## config.mk

```make
export PLATFORM = sky130hd
export DESIGN_NAME = sram_arbiter
export DESIGN_NICKNAME = d
export VERILOG_FILES = /design/src/rtl/sram_arbiter.sv
export SDC_FILE = /design/constraint.sdc
export NUM_CORES = 1
export LEC_CHECK = 0
export BUFFER_PORTS_ARGS = -buffer_cell sky130_fd_sc_hd__clkbuf_2
export CAP_MARGIN = 20
export CORE_MARGIN = 1.5
export CORE_UTILIZATION = 35
export DETAILED_ROUTE_END_ITERATION = 8
export GPL_ROUTABILITY_DRIVEN = 1
export HOLD_SLACK_MARGIN = 0.12
export PLACE_DENSITY = 0.8
export RECOVER_POWER = 25
export SKIP_CTS_REPAIR_TIMING = 1
export SKIP_LAST_GASP = 1
export SYNTH_ARGS = -nofsm -noshare
export SYNTH_HDL_FRONTEND = slang
export SYNTH_SLANG_ARGS = --single-unit
```

## constraint.sdc

```tcl
create_clock -name HCLK -period 1.93 [get_ports HCLK]
set_clock_uncertainty 0.2 [all_clocks]
set_input_delay 0.193 -clock HCLK [delete_from_list [all_inputs] [get_ports HCLK]]
set_output_delay 0.193 -clock HCLK [all_outputs]
set_load 0.02 [all_outputs]
```

## src/rtl/sram_arbiter.sv

```systemverilog
`default_nettype none
// ============================================================================
// sram_arbiter : fetch / load-store arbiter for one single-port SRAM
// Rev 1.0
// ============================================================================
module sram_arbiter #(
   parameter int unsigned RAM_SIZE     = 5120,
   parameter int unsigned MAX_D_STREAK = 4
) (
   input  logic        HCLK,
   input  logic        HRESET,
   // instruction fetch port
   input  logic        i_req,
   input  logic [31:0] i_addr,
   output logic        i_ready,
   output logic [31:0] i_rdata,
   output logic        i_err,
   // load/store data port
   input  logic        d_req,
   input  logic        d_we,
   input  logic [31:0] d_addr,
   input  logic [31:0] d_wdata,
   output logic        d_ready,
   output logic [31:0] d_rdata,
   output logic        d_err,
   // SRAM side
   output logic        mem_we,
   output logic [31:0] mem_addr,
   output logic [31:0] mem_wdata,
   input  logic        mem_hready,
   input  logic [31:0] mem_rdata
);

   typedef enum logic [2:0] {
      IDLE    = 3'd0,
      ISSUE_I = 3'd1,
      ISSUE_D = 3'd2,
      RESP_I  = 3'd3,
      RESP_D  = 3'd4,
      ERR_I   = 3'd5,
      ERR_D   = 3'd6
   } state_t;

   localparam logic [3:0] STREAK_MAX = 4'(MAX_D_STREAK);

   state_t      state;
   state_t      state_nxt;
   logic [3:0]  streak;
   logic [3:0]  streak_nxt;
   logic        cur_we;
   logic [31:0] i_word;
   logic [31:0] d_word;
   logic        i_in_range;
   logic        d_in_range;
   logic        resp_done_i;
   logic        resp_done_d;
   logic        arb_en;
   logic        grant_i;
   logic        grant_d;
   logic        unused_addr_lsbs;

   assign i_word     = {2'b00, i_addr[31:2]};
   assign d_word     = {2'b00, d_addr[31:2]};
   assign i_in_range = i_word < RAM_SIZE;
   assign d_in_range = d_word < RAM_SIZE;

   assign unused_addr_lsbs = ^{i_addr[1:0], d_addr[1:0]};

   // Arbitration happens whenever the bus is free or frees up this cycle.
   always_comb begin
      resp_done_i = 1'b0;
      resp_done_d = 1'b0;
      arb_en      = 1'b0;
      grant_d     = 1'b0;
      grant_i     = 1'b0;

      resp_done_i = (state == RESP_I) && mem_hready;
      resp_done_d = (state == RESP_D) && mem_hready;
      arb_en      = (state == IDLE) || (state == ERR_I) || (state == ERR_D) ||
                    resp_done_i || resp_done_d;
      grant_d     = arb_en && d_req && !(i_req && (streak == STREAK_MAX));
      grant_i     = arb_en && i_req && !grant_d;
   end

   always_comb begin
      state_nxt  = state;
      streak_nxt = streak;

      case (state)
         ISSUE_I: state_nxt = RESP_I;
         ISSUE_D: state_nxt = RESP_D;
         default: begin
            if (grant_d) begin
               state_nxt = d_in_range ? ISSUE_D : ERR_D;
            end else if (grant_i) begin
               state_nxt = i_in_range ? ISSUE_I : ERR_I;
            end else if (arb_en) begin
               state_nxt = IDLE;
            end
         end
      endcase

      // Saturating count of data grants that made a pending fetch wait.
      if (grant_d) begin
         if (!i_req) begin
            streak_nxt = 4'd0;
         end else if (streak != STREAK_MAX) begin
            streak_nxt = streak + 4'd1;
         end
      end else if (grant_i) begin
         streak_nxt = 4'd0;
      end
   end

   always_ff @(posedge HCLK) begin
      if (HRESET) begin
         state     <= IDLE;
         streak    <= 4'd0;
         mem_we    <= 1'b0;
         mem_addr  <= 32'd0;
         mem_wdata <= 32'd0;
         cur_we    <= 1'b0;
      end else begin
         state  <= state_nxt;
         streak <= streak_nxt;
         // High only during ISSUE_D, never for a rejected address.
         mem_we <= grant_d && d_in_range && d_we;
         if (grant_d) begin
            mem_addr  <= d_word;
            mem_wdata <= d_wdata;
            cur_we    <= d_we;
         end else if (grant_i) begin
            mem_addr  <= i_word;
         end
      end
   end

   // A response coinciding with reset is dropped rather than reported.
   assign i_ready = !HRESET && (resp_done_i || (state == ERR_I));
   assign i_err   = !HRESET && (state == ERR_I);
   assign i_rdata = (!HRESET && resp_done_i) ? mem_rdata : 32'd0;

   assign d_ready = !HRESET && (resp_done_d || (state == ERR_D));
   assign d_err   = !HRESET && (state == ERR_D);
   assign d_rdata = (!HRESET && resp_done_d && !cur_we) ? mem_rdata : 32'd0;

endmodule
`default_nettype wire

```

# Yosys cells after proc, flatten, opt, wreduce, memory -nomap -nowiden
# Index checks and enable logic that the tools add are counted.
[word_totals]
ff_bits = 71
in_bits = 134
output_inout_bits = 133
elab_cells = 62
[op_classes]
addsub = 1
order_cmp = 2
eq_ne = 9
muxes = 14
reduce_logical = 30
[ops]
columns = ["operator", "n"]
rows = [
  ["$mux W32", 2],
  ["$lt A30 B13 Y1 const B", 2],
  ["$mux W30", 2],
  ["$logic_and A1 B1 Y1", 16],
  ["$mux W4", 4],
  ["$mux W3", 5],
  ["$eq A3 B3 Y1 const B", 3],
  ["$eq A3 B2 Y1 const B", 2],
  ["$logic_or A1 B1 Y1", 6],
  ["$pmux W3 S2", 1],
  ["$reduce_bool A5 Y1", 1],
  ["$add A4 B1 Y4 const B", 1],
  ["$eq A4 B3 Y1 const B", 1],
  ["$logic_not A1 Y1", 4],
  ["$ne A4 B3 Y1 const B", 1],
  ["$eq A3 B1 Y1 const B", 1],
  ["$logic_not A3 Y1", 1],
  ["$ne A3 B2 Y1 const B", 1],
  ["$reduce_and A2 Y1", 1],
  ["$reduce_bool A2 Y1", 1],
]

# Depth between registers and ports, before layout
# Gate-level depths: netlist (run 1).
[logic_depth]
depth_word = 12
mapped_depth = 8
depth_no_buf = 6

# Worst setup path after synthesis (run 1)
# No wires, ideal clock.
[synth_timing]
kind = "register to register"
start = "reg streak[0]"
end = "reg mem_addr[10]"
setup_ns = 0.087
arrival_time_ns = 1.657
t_required_ns = 1.643
setup_slack_ns = -0.014
path_stages_with_launch = 8
n_path_buf = 1
synth_period_minus_slack_ns = 1.944
cell_sequence = "dfxtp_1 inv_1 ha_1 nand3b_1 o21ai_1 clkbuf_1 o22ai_1 a221oi_2"
[synth_between]
elab_chain_len = 7
word_cells_on_any_way = 8
classes_between = "eq/ne: 1; mux: 1; reduce/logical: 6"
[synth_lines]
columns = ["element", "line", "text"]
rows = [
  ["from (decl)", "48", "logic [3:0] streak;"],
  ["from (signal assigned)", "125", "streak <= streak_nxt;"],
  ["$eq A4 B3 Y1 (*)", "81", "grant_d = arb_en && d_req && !(i_req && (streak == STREAK_MAX));"],
  ["$logic_and A1 B1 Y1 (*)", "81", ""],
  ["$logic_not A1 Y1 (*)", "81", ""],
  ["$logic_and A1 B1 Y1 (*)", "81", ""],
  ["$logic_not A1 Y1", "82", "grant_i = arb_en && i_req && !grant_d;"],
  ["$logic_and A1 B1 Y1", "82", ""],
  ["$reduce_bool A2 Y1 (no line)", "n/a", ""],
  ["to (signal assigned)", "129", "mem_addr <= d_word;"],
  ["to (signal assigned)", "133", "mem_addr <= i_word;"],
  ["to (decl)", "28", "output logic [31:0] mem_addr,"],
]
# Mark *: on every way between the ends. The rest lies on a longest branch, timed or not.
# A chain may end at the register's enable or synchronous reset.

# Worst setup path after layout (run 1)
[layout_timing]
start = "reg state[0]"
end = "out d_rdata[10]"
[layout_between]
elab_chain_len = 5
[layout_lines]
columns = ["element", "line", "text"]
rows = [
  ["from (decl)", "46", "state_t state;"],
  ["from (signal assigned)", "124", "state <= state_nxt;"],
  ["$eq A3 B3 Y1", "78", "resp_done_d = (state == RESP_D) && mem_hready;"],
  ["$logic_and A1 B1 Y1", "78", ""],
  ["$logic_and A1 B1 Y1 (2 in series)", "145", "assign d_rdata = (!HRESET && resp_done_d && !cur_we) ? mem_rdata : 32'd0;"],
  ["$mux W32", "145", ""],
  ["to (decl)", "24", "output logic [31:0] d_rdata,"],
]
# No other way between the ends.

==> results.ini, run 1 <==
[clock_tree]
cts_tree=built
path_clk_slew_ps=60
cts.sinks=71
clk_path_buf_depth=2
cts-root-buf=clkbuf_16
numCtsBuffers=9
htreeDepth=3
clk_latency_ps=330

[grt]
antenna_found_initial=0
grt_usage_pct=20.8
grt_max_degree=39
overflow=0
grt_pass1_wl_um=19600
grt_pass1_vias=4106

[logic_synthesis]
ys_seq_elements=71
ys.warnings.count=0
seq_area_frac_synth_pct=35.8
yosys.area.top_type=dfxtp_1
ys.flop_type=dfxtp_1
yosysUniqueCellTypes=42
synth_edf_count=0
synth_async_sr_flop_share_pct=0
avgSynthCellArea_um2=8.64
yosys-top-cells-area=dfxtp_1 36%, and2_1 10%, a221oi_2 7.6%, o31ai_1 6.6%, nand4_1 6.1%
synth_top_area_share_pct=35.8
synth_area_um2=3970
netlist_instances=460

[finish]
num-fill-cells=910
n_antenna_cell=0
drive_above_1_share_pct=44.3
area_growth_pct=79.6
finalNetCount=945

[timing]
rsz0062_at_grt=yes
drv_slew=0
period_share_pct=107
fin_crit_ps=2070
finalWorstSetupSlack_ps=-141
final_hold_viol_count=0
clock.fmax_mhz=483
setup_viol=64

[drt]
vias_per_cell=5.48
antenna_left=0
drt_pass1_iterations=5
drt_iter0_drc=457
vias=5231
wl_per_cell_um=17.7
wl_um=16900
drc_errors=0

[floorplan]
io_pins=267
initial_core_util_pct=36.3
die_h_um=110
dieArea_um2=12000
coreArea_um2=10900
rows=38
die_w_um=110

[power_and_ir_drop]
peakVddDrop_uv=503
leakagePower_nw=3.29
p_total_mw=5.81
power.density_nw_per_um2=815

[placement]
dp_hpwl_um=9830
place.gp.congestion=0.846
place_ws_ps=-41.5
io_buffers=260

[worst_setup_path]
arrival_ps=1680
crit_start=state[0]
worstSetupStartpointType=flip-flop
required_ps=1540
path_max_fanout=16
crit_path_end_kind=output port
r2r_start=state[2]
critPathKind=reg -> out

[flow_run]
drv_cap=0

[run_status]
violations=negative setup slack
status=complete, but fails checks

[min_path]
min-delay-start=i_addr[13]
hp-class=in -> reg

cell usage after synthesis, types with 3 or more instances:
cell and n:
and2_1 64, nand4_1 39, clkbuf_1 31, and3_1 3, nand3b_1 3, nand3_1 5
a221oi_2 20, nor4_1 6, nand2_1 4, nor3_1 4, o31ai_1 35, buf_2 14
nor2_1 10, a21oi_1 41, dfxtp_1 71, o41a_1 10, o221a_2 10, inv_1 28
o22ai_1 20, o21ai_0 10, buf_4 4
logic make-up (layout without fill, tap and decap cells):
group           count (synthesis)  in the layout  share of synthesized area, %
compound gates                155            155                          31.2
fa+ha+maj                       2              2                         0.630
buf+inv                        81            433                          8.88
flops                          71             71                          35.8
other cells                     1              2                        0.0944
simple gates                  150            151                          23.4
cell type report:
type                            instances  area (µm²)  area share, %
Clock buffer                            9         225           3.16
Clock inverter                          7         128           1.79
Inverter                               28         105           1.47
Multi-Input combinational cell        310        2320           32.6
Sequential cell                        71        1430           20.1
Tap cell                              140         175           2.45
Timing Repair Buffer                  389        2750           38.5
per-stage QoR:
stage	setup TNS (ps)	cells	hold slack [ps]	cell area [µm²]	util, %
2_1_floorplan	0	461	110	3980	-
5_1_grt	-9840	954	113	7140	65.3
3_5_place_dp	-670	839	239	5530	50.5
6_report	-4710	954	83.5	7140	65.3
3_3_place_gp	-264	839	236	5530	50.5
4_1_cts	-13730	855	-110	5880	53.8
worst max-delay path, stage by stage, from the launching register on:
cell	delay (ps)
dfxtp_4	370
nor2_4	100
nand3b_1	130
nor2_4	230
clkbuf_16	210
and2_1	150
clkbuf_2	170
sequential cells by signal, indices dropped and copies added (netlist names):
register / count
state: 3
mem_addr: 30
streak: 4
mem_we: 1
mem_wdata: 32
cur_we: 1
per-layer routing:
layer	vias to the layer above	global-route usage, %	part of all wire [%]
met3	53	3.68	7.6
met4	0	7.33	3.9
met1	2398	24.3	38
met5	-	0	0
li1	2451	-	-
met2	329	37.9	51
path summary, 6_finish.rpt:
path | slack [ps] | end | depth (start not counted)
setup / recovery | -140 | d_rdata[10] | 6
hold / removal | 80 | mem_addr[11] | 3
setup reg to reg | 20 | streak[2] | 6
hold reg to reg | 260 | mem_addr[16] | 2
power breakdown:
part	leakage [nW]	internal (mW)	switching, mW
logic	2.53	0.873	1.18
clock network	0.173	1.28	0.672
registers	0.588	1.68	0.126
total	3.29	3.83	1.98
layout by cell type, fill, tap and decap left out, drive strengths merged, types with 2 or more instances in the layout:
cell	instances
dlygate4sd3	85
conb	2
ha	2
inv	31
dfxtp	71
or3	2
o21ai	11
o41a	10
a221oi	21
nand2b	3
or4	2
nand3	5
o221a	10
o311ai	2
nor2b	2
o22ai	20
nor2	10
buf	73
clkbuf	240
nor3	4
nand3b	4
a21oi	41
nand2	4
bufinv	3
and2	64
a211oi	2
o31ai	35
nand4	39
and3	3
nor4	6
(Power assumes the default switching activity.)
==> run 2, diff against run 1 <==
--- a/config.mk
+++ b/config.mk
@@ -5,6 +5,7 @@
 export SDC_FILE = /design/constraint.sdc
 export NUM_CORES = 1
 export LEC_CHECK = 0
+export ABC_AREA = 1
 export BUFFER_PORTS_ARGS = -buffer_cell sky130_fd_sc_hd__clkbuf_2
 export CAP_MARGIN = 20
 export CORE_MARGIN = 1.5
@@ -12,7 +13,7 @@
 export DETAILED_ROUTE_END_ITERATION = 8
 export GPL_ROUTABILITY_DRIVEN = 1
 export HOLD_SLACK_MARGIN = 0.12
-export PLACE_DENSITY = 0.8
+export PLACE_DENSITY = 0.73
 export RECOVER_POWER = 25
 export SKIP_CTS_REPAIR_TIMING = 1
 export SKIP_LAST_GASP = 1
==> results.ini, run 2 <==
[grt]
grt_max_degree=51  ; +31%
grt_pass1_wl_um=19500  ; -0.60%
grt_usage_pct=21.4  ; +0.62 points
antenna_found_initial=1  ; +1
grt_pass1_vias=4064  ; -1.0%
overflow=0  ; unchanged

[worst_setup_path]
required_ps=1540  ; about the same
cp_common_cell=nor2_4
cp_cell_sequence=nor2_4, nand2_2, nor2_4, nand3b_1, buf_12, nor2_1, buf_4
arrival_ps=1700  ; +20 ps
cp_slowest_cell=dfxtp_2
worst-path-buf-inv=2  ; unchanged
worstSetupStartpointType=flip-flop
crit_family=simple AND/OR/NAND/NOR gates
critPathKind=reg -> out
crit_path_end_kind=output port
path_max_fanout=32  ; +16
cpPeakStageDelay_ps=350  ; -20 ps

[logic_synthesis]
ys_seq_elements=71  ; unchanged
synth_async_sr_flop_share_pct=0  ; unchanged
ys.warnings.count=0  ; unchanged
yosysUniqueCellTypes=27  ; -36%
seq_area_frac_synth_pct=37.0  ; +1.3 points
ys.flop_type=dfxtp_1
avgSynthCellArea_um2=6.44  ; -25%
yosys.area.top_type=dfxtp_1
yosys-top-cells-count=112 x nand2_1, 93 x nor2_1, 91 x nand3_1
synth_edf_count=0  ; unchanged
synth_top_area_share_pct=37.0  ; +1.3 points
yosys-top-cells-area=dfxtp_1 37%, nand3_1 12%, nand2_1 11%, nor2_1 9.1%, inv_1 7.4%
yosysMostFrequentCell=nand2_1
synth_area_um2=3840  ; -3.4%
netlist_instances=596  ; +30%

[run_status]
violations=negative setup slack
status=complete, but fails checks

[finish]
num-fill-cells=851  ; -6.5%
area_growth_pct=85.3
top_regs=mem_wdata: 32 flops, mem_addr: 30 flops, streak: 4 flops
layout_commonest_cell=clkbuf_2
largest_reg_flops=32  ; unchanged
regMostFlops=mem_wdata
drive_above_1_share_pct=35.1  ; -9.2 points
layout_common_cells=164 x clkbuf_2, 110 x nand2_1, 95 x dlygate4sd3_1
finalNetCount=1091  ; +15%

[clock_tree]
numCtsBuffers=9  ; unchanged
cts.sinks=71  ; unchanged
cts_tree=built
clk_path_buf_depth=2  ; unchanged
htreeDepth=3  ; unchanged
path_clk_slew_ps=80  ; +20 ps
clk_latency_ps=340  ; about the same
cts-root-buf=clkbuf_8

[timing]
period_share_pct=108  ; +0.97 points
worst-slew-pin-transition_ps=564
finalWorstSetupSlack_ps=-159  ; -18.7 ps
fin_crit_ps=2090  ; +18.7 ps
rsz0062_at_grt=yes
maxSlewHeadroom_pct=62.4
setup_viol=53  ; -17%
setup-tns-final_ps=-2700  ; +2010 ps
final_hold_viol_count=0  ; unchanged
drv_slew=0  ; unchanged
clock.fmax_mhz=479  ; -0.90%

[power_and_ir_drop]
power.density_nw_per_um2=1020  ; +26%
p_total_mw=7.27  ; +25%
peakVddDrop_uv=630  ; +25%
leakagePower_nw=3.60  ; +9.4%

[floorplan]
die_h_um=108  ; -1.7%
io_pins=267  ; unchanged
rows=38  ; unchanged
coreArea_um2=10700  ; -1.7%
die_w_um=108  ; -1.7%
dieArea_um2=11600  ; -3.3%
initial_core_util_pct=35.7  ; -0.63 points

[drt]
drt_pass1_iterations=5  ; unchanged
wl_um=17600  ; +4.4%
antenna_left=0  ; unchanged
drt_iter0_drc=530  ; +16%
drc_errors=0  ; unchanged
wl_per_cell_um=16.0  ; -9.5%
vias=5602  ; +7.1%
vias_per_cell=5.09  ; -7.1%

[placement]
dp_hpwl_um=9850  ; +0.18%
place.gp.congestion=0.914  ; +8.1%
io_buffers=260  ; unchanged

[flow_run]
drv_cap=0  ; unchanged

[min_path]
hp-class=reg -> reg

run 2: kinds of logic after synthesis:
logic type	count (synthesis)	share of synthesized area (%)
other cells	1	0.0977
fa+ha+maj	2	0.652
compound gates	57	7.73
buf+inv	123	14.4
flops	71	37.0
simple gates	341	39.9
xor+xnor	1	0.228
run 2: cell type report:
| type | instances | area [µm²] | share of cell area, % |
|---|---|---|---|
| Inverter | 80 | 305 | 4.29 |
| Antenna cell | 1 | 2.50 | 0.0352 |
| Timing Repair Buffer | 389 | 2860 | 40.2 |
| Clock inverter | 4 | 22.5 | 0.317 |
| Clock buffer | 11 | 141 | 1.99 |
| Tap cell | 140 | 175 | 2.46 |
| Multi-Input combinational cell | 404 | 2170 | 30.6 |
| Sequential cell | 71 | 1430 | 20.1 |
run 2: final timing paths:
check | slack, ps | cells past startpoint | startpoint | to
setup / recovery | -160 | 7 | state[0] | d_rdata[24]
hold / removal | 260 | 2 | mem_wdata[18] | mem_wdata[18]
setup reg to reg | 30 | 13 | state[0] | mem_addr[12]
hold reg to reg | 260 | 2 | mem_wdata[18] | mem_wdata[18]
run 2: per-layer routing:
layer	up-vias	GRT usage, %	routed length (µm)	part of all wire [%]
met1	2504	24.6	6210	35
met2	369	37.4	8690	49
met4	0	9.12	1060	6.0
li1	2618	-	-	-
met5	-	0	0	0
met3	111	5.75	1630	9.3
run 2: per-stage QoR:
step | area, µm² | util [%] | setup WS (ps) | instances | hold WS, ps
after floorplan | 3840 | - | 85.1 | 597 | 157
after global placement | 5300 | 49.3 | 123 | 977 | 249
after detailed placement | 5300 | 49.3 | 103 | 977 | 250
after CTS | 5470 | 50.9 | -261 | 992 | -122
after global routing | 7110 | 66.2 | -227 | 1100 | 286
final | 7110 | 66.2 | -159 | 1100 | 263
run 2: power by group:
part	internal (mW)	leakage (nW)	switching, mW	total [mW]
Sequential	1.87	0.585	0.238	2.11
Clock	0.488	0.0850	0.559	1.05
Combinational	1.56	2.93	2.55	4.12
Total	3.92	3.60	3.35	7.27
run 2: worst min-delay path: cells and delay by family (launching register included):
kind / cells / cell delay [ps]
DFF: 1 / 310
AOI/OAI and AO/OA: 1 / 50
and+or+nand+nor: 1 / 60
==> run 3, diff against run 2 <==
--- a/config.mk
+++ b/config.mk
@@ -7,14 +7,12 @@
 export LEC_CHECK = 0
 export ABC_AREA = 1
 export BUFFER_PORTS_ARGS = -buffer_cell sky130_fd_sc_hd__clkbuf_2
-export CAP_MARGIN = 20
 export CORE_MARGIN = 1.5
 export CORE_UTILIZATION = 35
 export DETAILED_ROUTE_END_ITERATION = 8
 export GPL_ROUTABILITY_DRIVEN = 1
 export HOLD_SLACK_MARGIN = 0.12
 export PLACE_DENSITY = 0.73
-export RECOVER_POWER = 25
 export SKIP_CTS_REPAIR_TIMING = 1
 export SKIP_LAST_GASP = 1
 export SYNTH_ARGS = -nofsm -noshare
==> results.ini, run 3 (synthesized netlist as in run 2, its figures left out) <==
[floorplan]
dieArea_um2=11600  ; unchanged
rows=38  ; unchanged
coreArea_um2=10700  ; unchanged
die_h_um=108  ; unchanged
io_pins=267  ; unchanged
initial_core_util_pct=35.7  ; unchanged
die_w_um=108  ; unchanged

[drt]
vias_per_cell=5.07  ; -0.39%
vias=5580  ; -0.39%
drt_pass1_iterations=8  ; +3
drc_errors=0  ; unchanged
wl_per_cell_um=15.9  ; -0.30%
wl_um=17500  ; -0.30%
antenna_left=0  ; unchanged
drt_iter0_drc=511  ; -3.6%

[timing]
period_share_pct=108  ; about the same
final_hold_viol_count=0  ; unchanged
finalWorstSetupSlack_ps=-161  ; -1.90 ps
maxSlewHeadroom_pct=62.4  ; about the same
drv_slew=0  ; unchanged
worst-slew-pin-transition_ps=564  ; -0.217 ps
rsz0062_at_grt=yes
clock.fmax_mhz=478  ; about the same
fin_crit_ps=2090  ; +1.90 ps
setup_viol=53  ; unchanged

[power_and_ir_drop]
p_sw_share_pct=45.9  ; -0.21 points
combPwrFrac_pct=56.8  ; +0.2 points
pwr-share-clk_pct=14.4  ; about the same
p_sw_mw=3.36  ; +0.15%
leakagePower_nw=3.70  ; +2.8%
peakVddDrop_uv=650  ; +3.2%
p_int_mw=3.96  ; +1.0%
power.density_nw_per_um2=1020  ; about the same
p_seq_share_pct=28.8  ; -0.2 points

[worst_setup_path]
cpPeakStageDelay_ps=380  ; +30 ps
cp_common_cell=nor2_4
cp_cell_sequence=nor2_4, nand2_2, nor2_4, nand3b_1, buf_12, nor2_1, buf_4
arrival_ps=1700  ; about the same
critPathKind=reg -> out
r2r_setup_slack_ps=30  ; about the same
crit_path_end_kind=output port
cp_slowest_cell=dfxtp_4
worstSetupStartpointType=flip-flop
required_ps=1540  ; about the same
path_max_fanout=32  ; unchanged

[grt]
overflow=0  ; unchanged
grt_pass1_wl_um=19500  ; unchanged
grt_max_degree=51  ; unchanged
grt_usage_pct=21.4  ; unchanged
antenna_found_initial=1  ; unchanged
grt_pass1_vias=4064  ; unchanged

[placement]
dp_hpwl_um=9850  ; unchanged
dpl.cell_count=977  ; unchanged
place.gp.congestion=0.914  ; unchanged
io_buffers=260  ; unchanged

[finish]
ff_latch_area_um2=1430  ; unchanged
top_regs=mem_wdata: 32 flops, mem_addr: 30 flops, streak: 4 flops
layout_commonest_cell=clkbuf_2
finalNetCount=1091  ; unchanged
regMostFlops=mem_wdata
fin_util_pct=66.5  ; +0.35 points
layout_common_cells=194 x clkbuf_2, 110 x nand2_1, 95 x dlygate4sd3_1
num-fill-cells=836  ; -1.8%
drive_above_1_share_pct=38.3  ; +3.1 points
area_growth_pct=86.2
multi_input_area_um2=2170  ; unchanged
fin_cells=1100  ; unchanged
largest_reg_flops=32  ; unchanged

[run_status]
status=complete, but fails checks
violations=negative setup slack

[clock_tree]
path_clk_slew_ps=80  ; about the same
cts-root-buf=clkbuf_8
cts_tree=built
htreeDepth=3  ; unchanged
clk_path_buf_depth=2  ; unchanged
cts.sinks=71  ; unchanged
numCtsBuffers=9  ; unchanged
clk_latency_ps=340  ; about the same

[min_path]
hp-class=reg -> reg

[flow_run]
drv_cap=0  ; unchanged

==> run 3: cell counts in the layout (fill, tap and decap cells not counted) <==
No cell type changed its count.
==> run 3: worst max-delay path, delay by kind of cell, from the launching register on <==
| kind | cells | cell delay, ps |
|---|---|---|
| DFF | 1 | 380 |
| buffers and inverters | 2 | 370 |
| and+or+nand+nor | 5 | 590 |
==> run 3: per-stage QoR <==
step	hold slack [ps]	setup slack, ps	area (µm²)	TNS (ps)	power (mW)
after CTS	-122	-261	5470	-8220	6.67
after floorplan	157	85.1	3840	0	4.59
after global placement	249	123	5300	0	5.60
after detailed placement	250	103	5300	0	5.63
final	262	-161	7150	-2800	7.32
after global routing	286	-226	7150	-9500	7.78
==> run 3: power groups by stage <==
stage          Combinational [mW]  Sequential (mW)  Clock, mW
2_1_floorplan                2.08             2.50          0
5_1_grt                      4.49             2.15       1.14
4_1_cts                      3.54             2.06       1.06
3_3_place_gp                 3.51             2.09          0
3_5_place_dp                 3.53             2.09          0
6_report                     4.16             2.11       1.05
==> run 3: area by class of cell <==
cell class	instances	share of cell area, %
flip-flops and latches	71	20.0
diodes	1	0.0350
well taps	140	2.45
multi-input cells	404	30.4
inverters	80	4.27
clock inverters	4	0.315
repair buffers	389	40.5
clock buffers	11	1.98
==> run 3: path summary, 6_finish.rpt <==
check,start,end,cells after the start
max reg2reg,state[1],mem_addr[12],13
min reg2reg,mem_wdata[18],mem_wdata[18],2
max,state[1],d_rdata[24],7
min,mem_wdata[18],mem_wdata[18],2
==> run 3: layer usage <==
layer  wire, µm  vias up  track usage, %  part of all wire (%)
met5          0        -               0                     0
met1       6200     2493            24.6                    35
met2       8690      359            37.4                    50
met3       1620      116            5.75                   9.2
met4       1030        0            9.12                   5.9
li1           -     2612               -                     -
